--- src/rtl/uut_clk_ctrl_pkg.sv ---
// Shared types and default constants for the UUT clock/run controller.
package uut_clk_ctrl_pkg;

  // Run sequencer states.
  typedef enum logic [1:0] {
    IDLE = 2'd0,
    RST  = 2'd1,
    RUN  = 2'd2,
    DONE = 2'd3
  } state_t;

  localparam int DIV_WIDTH_DEF = 8;
  localparam int CNT_WIDTH_DEF = 32;
  localparam int RST_TICKS_DEF = 4;

  // The enable divider only runs while the UUT is being reset or run.
  function automatic logic divider_active(input state_t s);
    return (s == RST) || (s == RUN);
  endfunction

endpackage

--- src/rtl/uut_clk_ctrl_clk_en_divider.sv ---
// Programmable clock-enable divider: one registered tick every div+1 cycles.
// The en/clr/div inputs describe the coming cycle, so the tick flop already
// holds the enable for the cycle it is presented in (no glitching decode).
module clk_en_divider #(
  parameter int DIV_WIDTH = 8
) (
  input  logic                 clk,
  input  logic                 rst,
  input  logic                 clr,
  input  logic                 en,
  input  logic [DIV_WIDTH-1:0] div,
  output logic                 tick
);

  logic [DIV_WIDTH-1:0] cnt;
  logic [DIV_WIDTH-1:0] cnt_nxt;
  logic                 tick_nxt;

  // Next counter value: restart on clear or when idle, wrap at div.
  always_comb begin
    cnt_nxt  = cnt;
    tick_nxt = 1'b0;
    if (clr) begin
      cnt_nxt = {DIV_WIDTH{1'b0}};
    end else if (!en) begin
      cnt_nxt = {DIV_WIDTH{1'b0}};
    end else if (cnt == div) begin
      cnt_nxt = {DIV_WIDTH{1'b0}};
    end else begin
      cnt_nxt = cnt + DIV_WIDTH'(1);
    end
    tick_nxt = en && (cnt_nxt == div);
  end

  // Counter and tick registers.
  always_ff @(posedge clk or negedge rst) begin
    if (!rst) begin
      cnt  <= {DIV_WIDTH{1'b0}};
      tick <= 1'b0;
    end else begin
      cnt  <= cnt_nxt;
      tick <= tick_nxt;
    end
  end

endmodule

--- src/rtl/uut_clk_ctrl.sv ---
// UUT clock-enable generator and run sequencer (reset, run, completion,
// tick counting, timeout). Optional raw-cycle counter sys_count is built
// only when UUT_CLK_CTRL_SYSCOUNT_EN is defined; otherwise it reads 0.
module uut_clk_ctrl
  import uut_clk_ctrl_pkg::*;
#(
  parameter int DIV_WIDTH = DIV_WIDTH_DEF,
  parameter int CNT_WIDTH = CNT_WIDTH_DEF,
  parameter int RST_TICKS = RST_TICKS_DEF
) (
  input  logic                 clk,
  input  logic                 rst,
  input  logic                 start,
  input  logic [DIV_WIDTH-1:0] div,
  input  logic [CNT_WIDTH-1:0] timeout_lim,
  input  logic                 end_uut,
  output logic                 clk_en_uut,
  output logic                 rst_uut,
  output logic                 busy,
  output logic                 done,
  output logic                 timeout,
  output logic [CNT_WIDTH-1:0] tick_count,
  output logic [CNT_WIDTH-1:0] sys_count
);

  localparam int RW = (RST_TICKS > 1) ? $clog2(RST_TICKS) : 1;
  localparam logic [RW-1:0] RST_LAST = RW'(RST_TICKS - 1);
  localparam logic [CNT_WIDTH-1:0] CNT_MAX = {CNT_WIDTH{1'b1}};

  state_t               state;
  state_t               state_nxt;
  logic                 accept;
  logic                 hit_timeout;
  logic [DIV_WIDTH-1:0] div_q;
  logic [DIV_WIDTH-1:0] div_nxt;
  logic [CNT_WIDTH-1:0] lim_q;
  logic [RW-1:0]        rst_cnt;
  logic [CNT_WIDTH-1:0] cnt_inc;

  // Saturating successor of the tick counter.
  always_comb begin
    cnt_inc = tick_count;
    if (tick_count == CNT_MAX) begin
      cnt_inc = tick_count;
    end else begin
      cnt_inc = tick_count + CNT_WIDTH'(1);
    end
  end

  // Next-state logic; end_uut is only looked at on RUN ticks and beats the timeout.
  always_comb begin
    state_nxt   = state;
    accept      = 1'b0;
    hit_timeout = 1'b0;
    case (state)
      IDLE: begin
        if (start) begin
          state_nxt = RST;
          accept    = 1'b1;
        end else begin
          state_nxt = IDLE;
        end
      end
      RST: begin
        if (clk_en_uut && (rst_cnt == RST_LAST)) begin
          state_nxt = RUN;
        end else begin
          state_nxt = RST;
        end
      end
      RUN: begin
        if (clk_en_uut && end_uut) begin
          state_nxt = DONE;
        end else if (clk_en_uut && (lim_q != {CNT_WIDTH{1'b0}}) && (cnt_inc == lim_q)) begin
          state_nxt   = DONE;
          hit_timeout = 1'b1;
        end else begin
          state_nxt = RUN;
        end
      end
      DONE: begin
        state_nxt = IDLE;
      end
      default: begin
        state_nxt = IDLE;
      end
    endcase
  end

  // Divisor seen by the divider for the coming cycle (new value on acceptance).
  always_comb begin
    div_nxt = div_q;
    if (accept) begin
      div_nxt = div;
    end else begin
      div_nxt = div_q;
    end
  end

  clk_en_divider #(
    .DIV_WIDTH (DIV_WIDTH)
  ) u_div (
    .clk  (clk),
    .rst  (rst),
    .clr  (accept),
    .en   (divider_active(state_nxt)),
    .div  (div_nxt),
    .tick (clk_en_uut)
  );

  // State register and run-time latches for divisor and timeout limit.
  always_ff @(posedge clk or negedge rst) begin
    if (!rst) begin
      state <= IDLE;
      div_q <= {DIV_WIDTH{1'b0}};
      lim_q <= {CNT_WIDTH{1'b0}};
    end else begin
      state <= state_nxt;
      if (accept) begin
        div_q <= div;
        lim_q <= timeout_lim;
      end
    end
  end

  // Reset-phase tick counter.
  always_ff @(posedge clk or negedge rst) begin
    if (!rst) begin
      rst_cnt <= {RW{1'b0}};
    end else if (accept) begin
      rst_cnt <= {RW{1'b0}};
    end else if ((state == RST) && clk_en_uut) begin
      rst_cnt <= rst_cnt + RW'(1);
    end
  end

  // Run tick counter and sticky timeout flag; both hold through DONE and IDLE.
  always_ff @(posedge clk or negedge rst) begin
    if (!rst) begin
      tick_count <= {CNT_WIDTH{1'b0}};
      timeout    <= 1'b0;
    end else if (accept) begin
      tick_count <= {CNT_WIDTH{1'b0}};
      timeout    <= 1'b0;
    end else begin
      if ((state == RUN) && clk_en_uut) begin
        tick_count <= cnt_inc;
      end
      if (hit_timeout) begin
        timeout <= 1'b1;
      end
    end
  end

  // Registered status outputs derived from the next state.
  always_ff @(posedge clk or negedge rst) begin
    if (!rst) begin
      rst_uut <= 1'b1;
      busy    <= 1'b0;
      done    <= 1'b0;
    end else begin
      rst_uut <= (state_nxt != RUN);
      busy    <= divider_active(state_nxt);
      done    <= (state_nxt == DONE);
    end
  end

`ifdef UUT_CLK_CTRL_SYSCOUNT_EN
  logic [CNT_WIDTH-1:0] sys_cnt;

  // Raw system cycles spent in RUN, saturating.
  always_ff @(posedge clk or negedge rst) begin
    if (!rst) begin
      sys_cnt <= {CNT_WIDTH{1'b0}};
    end else if (accept) begin
      sys_cnt <= {CNT_WIDTH{1'b0}};
    end else if ((state == RUN) && (sys_cnt != CNT_MAX)) begin
      sys_cnt <= sys_cnt + CNT_WIDTH'(1);
    end
  end

  assign sys_count = sys_cnt;
`else
  assign sys_count = {CNT_WIDTH{1'b0}};
`endif

endmodule

--- config.mk ---
export PLATFORM = sky130hd
export DESIGN_NAME = uut_clk_ctrl
export DESIGN_NICKNAME = d
export VERILOG_FILES = /design/src/rtl/uut_clk_ctrl_pkg.sv /design/src/rtl/uut_clk_ctrl_clk_en_divider.sv /design/src/rtl/uut_clk_ctrl.sv
export SDC_FILE = /design/constraint.sdc
export NUM_CORES = 1
export LEC_CHECK = 0
export BUFFER_PORTS_ARGS = -buffer_cell sky130_fd_sc_hd__buf_4
export CAP_MARGIN = 20
export CORE_MARGIN = 2
export CORE_UTILIZATION = 60
export CTS_CLUSTER_SIZE = 12
export DETAILED_ROUTE_END_ITERATION = 8
export GPL_TIMING_DRIVEN = 0
export PLACE_DENSITY = 0.95
export SLEW_MARGIN = 20
export SYNTH_ARGS = -nofsm -noshare
export SYNTH_HDL_FRONTEND = slang
export SYNTH_HIERARCHICAL = 1
export SYNTH_SLANG_ARGS = --single-unit
export TNS_END_PERCENT = 1
--- constraint.sdc ---
create_clock -name clk -period 9.5 [get_ports clk]
set_input_delay 1.9 -clock clk [delete_from_list [all_inputs] [get_ports clk]]
set_output_delay 1.9 -clock clk [all_outputs]
set_load 0.1 [all_outputs]
Yosys cells after proc, flatten, opt, wreduce, memory -nomap -nowiden
Cells that the tools add are included.

Bitwise gates (word level): 0. Multiplexer cells: 21. $add $sub $neg: 3. Reductions and logical operators: 13. Div/mod/pow operators: 0. Equality and inequality tests: 12. $mul: 0. Shift operators: 0. Order comparisons: 0.

Operators by type and width (count): $mux W32 (3); $add A32 B1 Y32 const B (1); $eq A32 B32 Y1 (1); $eq A32 B32 Y1 const B (1); $mux W8 (4); $reduce_bool A32 Y1 (1); $eq A8 B8 Y1 (2); $eq A2 B2 Y1 const B (5); $mux W1 (10); $add A8 B1 Y8 const B (1); $pmux W2 S4 (1); $logic_and A1 B1 Y1 (7); $mux W2 (3); $reduce_bool A2 Y1 (3); $eq A2 B1 Y1 const B (2); $add A2 B1 Y2 const B (1); $logic_not A2 Y1 (1); $ne A2 B2 Y1 const B (1); $logic_or A1 B1 Y1 (1).

Bits in read-only memories: 0. Bits in latches: 0. Bits of input ports: 44. Memories kept: 0. Word-level logic and storage cells: 60. Flip-flop bits (word level): 89. RAM bits: 0. Output and inout bits: 69.

Logic depth before layout (Yosys ltp)
Depth in word-level cells: 13. Mapped depth: 18. Depth with buffers taken out: 15.

Modules after synthesis
Netlist, hierarchy kept.

Modules (own cells, without submodules): uut_clk_ctrl (area each 5033.6 µm², cells an instance 613, times used 1); clk_en_divider (area each 681.9 µm², cells an instance 71, times used 1).

Least setup slack after synthesis
Ideal clock, no wire load.

Path type: reg-to-reg. Start: reg tick_count[0]. End: reg u_div.tick. Path buffers: 2. Data arrival time: 4610 ps. Stages on the path, launching flop included: 18. Required time: 9404 ps. Clock period less this slack: 4706 ps. Setup time: 96 ps. Path slack: 4794 ps. Cell sequence: dfrtp_1 ha_1 nand3_1 or4_1 buf_2 buf_6 nor4_1 xnor2_1 nand4_1 nor4_1 nand4_1 o211ai_1 ha_1 nand2b_1 a21o_4 a21o_1 a211o_1 nor4_2.

Word-level cells in the longest chain between the ends: 13. Elaborated cells on any way between the ends: 15.

RTL lines: start: declaration (RTL line uut_clk_ctrl.sv:22) `output logic [CNT_WIDTH-1:0] tick_count,`; start signal: assignment (RTL line uut_clk_ctrl.sv:140) `tick_count <= {CNT_WIDTH{1'b0}};`; start signal: assignment (RTL line uut_clk_ctrl.sv:143) `tick_count <= {CNT_WIDTH{1'b0}};`; start signal: assignment (RTL line uut_clk_ctrl.sv:147) `tick_count <= cnt_inc;`; $add A32 B1 Y32 / $eq A32 B32 Y1 (equally long branches) (RTL line uut_clk_ctrl.sv:46, uut_clk_ctrl.sv:43); $mux W32 * (RTL line uut_clk_ctrl.sv:43) `if (tick_count == CNT_MAX) begin`; $eq A32 B32 Y1 * (RTL line uut_clk_ctrl.sv:74) `end else if (clk_en_uut && (lim_q != {CNT_WIDTH{1'b0}}) && (cnt_inc == lim_q)) begin`; $logic_and A1 B1 Y1 * (RTL line uut_clk_ctrl.sv:74); $mux W1 * (RTL line uut_clk_ctrl.sv:74); $mux W1 * (RTL line uut_clk_ctrl.sv:72) `if (clk_en_uut && end_uut) begin`; $pmux W2 S4 * (RTL line uut_clk_ctrl.sv:55) `case (state)`; $eq A2 B1 Y1 / $eq A2 B2 Y1 (equally long branches) (RTL line uut_clk_ctrl_pkg.sv:18) `return (s == RST) || (s == RUN);`; $logic_or A1 B1 Y1 * (RTL line uut_clk_ctrl_pkg.sv:18); $mux W8 (RTL line uut_clk_ctrl_clk_en_divider.sv:25) `end else if (!en) begin`; $mux W8 (RTL line uut_clk_ctrl_clk_en_divider.sv:23) `if (clr) begin`; $eq A8 B8 Y1 (RTL line uut_clk_ctrl_clk_en_divider.sv:32) `tick_nxt = en && (cnt_nxt == div);`; $logic_and A1 B1 Y1 * (RTL line uut_clk_ctrl_clk_en_divider.sv:32); net u_div.tick_nxt (RTL line uut_clk_ctrl_clk_en_divider.sv:17) `logic tick_nxt;`; end signal: assignment (RTL line uut_clk_ctrl_clk_en_divider.sv:42) `tick <= tick_nxt;`; end: declaration (RTL line uut_clk_ctrl_clk_en_divider.sv:12) `output logic tick`.

Mark *: on every way through the listed nets, which the timed path passes. The rest lies on a longest branch. A chain may end at the register's enable or synchronous reset.

Final worst setup path
Ends and elaborated chain as after synthesis.

==> impl_metrics.py <==
metrics = {
    "status": {
        "status": "completed",
    },
    "synthesis": {
        "synth-seq-area-share_pct": 39.0,
        "synth-seq-cells": 89,
        "syn_avg_cell_area_sq_um": 8.36,
        "synthArstFlopShare_pct": 100,
        "synth_flop_cell": "dfrtp_1",
        "synth_edf_count": 0,
        "synth_cell_type_count": 70,
        "syn_inst": 684,
        "synth.cell_area_sq_um": 5720,
        "synth_warnings": 6,
    },
    "sta": {
        "post-route-period-util_pct": 53.0,
        "min_period_ns": 5.03,
        "holdWs_ns": 0.535,
        "setup_violations": 0,
        "worst_slew_pin_slew_ns": 0.943,
        "rsz0062_at_grt": "false",
        "finClkSkew_ns": 0.0145,
        "setup_tns_ns": 0,
        "fmax_mhz": 199,
        "slew_headroom_pct": 36.6,
        "hold_violations": 0,
        "drv_slew": 0,
        "fin_ws_ns": 4.47,
    },
    "floorplan": {
        "io_pins": 113,
        "core_area_sq_um": 9240,
        "core.rowCount": 35,
        "die_h_um": 102,
        "fp.dieW_um": 102,
        "start_util_pct": 61.9,
        "dieArea_sq_um": 10300,
    },
    "clock_tree": {
        "clk_pin_slew_worst_paths_ns": 0.10,
        "clk_latency_ns": 0.37,
        "hold_buffers": 0,
        "ctsLongestPathBuffers": 2,
        "tritoncts": "yes",
        "cts.sinks": 89,
        "cts-htree-levels": 3,
        "cts_resized": 0,
        "cts_setup_buffers": 0,
        "numCtsBuffers": 9,
        "cts-root-buf": "clkbuf_8",
    },
    "detailed_routing": {
        "drtIter0Drc": 440,
        "routedWlPerCell_um": 17.9,
        "vias": 5621,
        "drc_errors": 0,
        "wl_um": 16800,
        "ant_nets": 0,
        "first_pass_iters": 5,
        "via_per_inst": 5.98,
    },
    "power_and_ir_drop": {
        "switching_power_uw": 729,
        "p_sw_share_pct": 47.1,
        "ir_worst_vdd_v": 0.000155,
        "totalPowerFinal_mw": 1.55,
        "p_int_uw": 818,
        "p_comb_share_pct": 45.3,
        "leakagePower_nw": 3.09,
        "clkPwrFrac_pct": 18.1,
        "seq_power_share_pct": 36.5,
        "p_per_area_nw_per_um2": 227,
    },
    "worst_setup_path": {
        "cp.required_ns": 9.77,
        "path_class": "register to register",
        "critPathSlowestCell": "dfrtp_1",
        "critPathCaptureType": "register",
        "cp_cell_sequence": "ha_1 -> nand3_1 -> or4_1 -> buf_2 -> buf_6 -> nor3_1 -> xnor2_1 -> o221ai_1 -> nor4b_2 -> nand4_1 -> o211ai_1 -> ha_1 -> nand2b_1 -> a21o_4 -> a21o_1 -> a211o_1 -> nor4_2",
        "rrSetupSlack_ns": 4.47,
        "r2r_cells": 17,
        "arrival_ns": 5.30,
        "worst_path_largest_cell_delay_ns": 0.54,
        "cp-start-kind": "register",
        "crit_top_cell": "ha_1",
        "worst-path-max-fanout": 10,
    },
    "finish": {
        "n_fill_cell": 733,
        "final_cell_mix": "nand2_1 (183), buf_4 (112), dfrtp_1 (88)",
        "multiInputGateArea_sq_um": 3150,
        "ff_latch_area_sq_um": 2230,
        "drive_above_1_share_pct": 20.8,
        "finish.utilization_pct": 73.7,
        "nets": 854,
        "final_common_cell": "nand2_1",
        "antennaDiodeCount": 0,
        "area_growth_pct": 19.1,
    },
    "job": {
        "drv_cap": 0,
    },
    "grt": {
        "grt_max_degree": 90,
        "track_usage_pct": 32.9,
        "grt_pass1_wl_um": 26300,
        "antenna_found_initial": 0,
        "first_global_vias": 5237,
        "overflow": 0,
    },
    "worst_hold_path": {
        "hold_path_class": "register to register",
        "whs_path_depth": 2,
    },
    "placement": {
        "place_congestion": 0.982,
        "place_ws_ns": 4.60,
        "dp_hpwl_um": 12700,
        "numPortBuffers": 80,
    },
}
[state kept, by name, summed over array words and instances, names as in the netlist]
name	count
div_q	8
done	1
rst_cnt	2
u_div/tick	1
u_div/cnt	8
timeout	1
lim_q	32
rst_uut	1
busy	1
state	2
tick_count	32
[logic make-up (layout without fill, tap and decap cells)]
group,count (synthesis),in the layout,share of synthesized area (%)
and+or+nand+nor,327,327,27.4
AOI/OAI and AO/OA,115,115,13.8
other,1,32,0.0656
DFF,89,89,39.0
xor gates and xnor gates,67,67,10.3
adders and majority gates,5,5,1.05
muxes,3,3,0.569
buffers and inverters,77,173,7.88
[through the flow]
step                      cells  area (sq um)
final                       940          6810
after global routing        940          6810
after CTS                   940          6800
after detailed placement    924          6590
after global placement      924          6590
after floorplan             715          5830
[worst max-delay path, delay by kind of cell, from the launching register on]
family / cells / cell delay [ns]
flip-flops: 1 / 0.54
XOR/XNOR: 1 / 0.19
AO/OA/AOI/OAI: 5 / 1.06
AND/OR/NAND/NOR: 7 / 2.20
buffers and inverters: 2 / 0.35
adder cells (fa/ha/maj): 2 / 0.59
[worst paths after layout]
kind | endpoint | from
max in group asynchronous | lim_q[28]$_DFFE_PN0P_ | rst
hold / removal | lim_q[18]$_DFFE_PN0P_ | lim_q[18]$_DFFE_PN0P_
min in group asynchronous | tick_count[21]$_DFFE_PN0P_ | rst
hold reg to reg | lim_q[18]$_DFFE_PN0P_ | lim_q[18]$_DFFE_PN0P_
setup reg to reg | u_div/tick$_DFF_PN0_ | tick_count[0]$_DFFE_PN0P_
setup / recovery | u_div/tick$_DFF_PN0_ | tick_count[0]$_DFFE_PN0P_
[Yosys cell counts (5+ instances only)]
| cell type | number | area share [%] |
|---|---|---|
| nand2_1 | 183 | 12 |
| buf_2 | 10 | 0.88 |
| o211ai_1 | 7 | 0.92 |
| xor2_1 | 29 | 4.4 |
| nand4_1 | 21 | 2.3 |
| nor4_2 | 5 | 1.1 |
| nand2b_1 | 5 | 0.55 |
| xnor2_1 | 38 | 5.8 |
| dfrtp_1 | 88 | 39 |
| buf_4 | 33 | 4.3 |
| o21ai_0 | 40 | 3.5 |
| o31ai_1 | 15 | 2.0 |
| a21oi_1 | 11 | 0.96 |
| clkbuf_1 | 19 | 1.2 |
| nor2_1 | 32 | 2.1 |
| a31oi_1 | 6 | 0.66 |
| nand3_1 | 22 | 1.9 |
| nor3_1 | 9 | 0.79 |
| inv_1 | 8 | 0.53 |
| and4_1 | 5 | 0.77 |
| nor4_1 | 16 | 1.8 |
[metal layers]
| layer | vias to the layer above | global-route usage, % | part of all wire (%) |
|---|---|---|---|
| met5 | - | 0 | 0 |
| li1 | 2559 | - | - |
| met1 | 2648 | 43.9 | 39 |
| met3 | 54 | 6.07 | 9.2 |
| met4 | 0 | 9.56 | 2.5 |
| met2 | 360 | 54.8 | 49 |
[power groups by stage]
stage / registers, mW / logic [mW] / clock network [mW]
after global routing: 0.574 / 0.749 / 0.301
after CTS: 0.560 / 0.696 / 0.278
final: 0.565 / 0.701 / 0.280
after floorplan: 0.711 / 0.387 / 0
after global placement: 0.562 / 0.673 / 0
after detailed placement: 0.567 / 0.693 / 0
[cell type report]
cell class	count	area share [%]
buffer	68	6.12
clock buffer	10	2.02
clock inverter	6	1.07
inverter	9	0.496
multi-input combinational	549	46.3
sequential	89	32.7
tap	129	2.37
timing repair buffer	80	8.88
No activity file was read; power rests on OpenSTA's default activity.
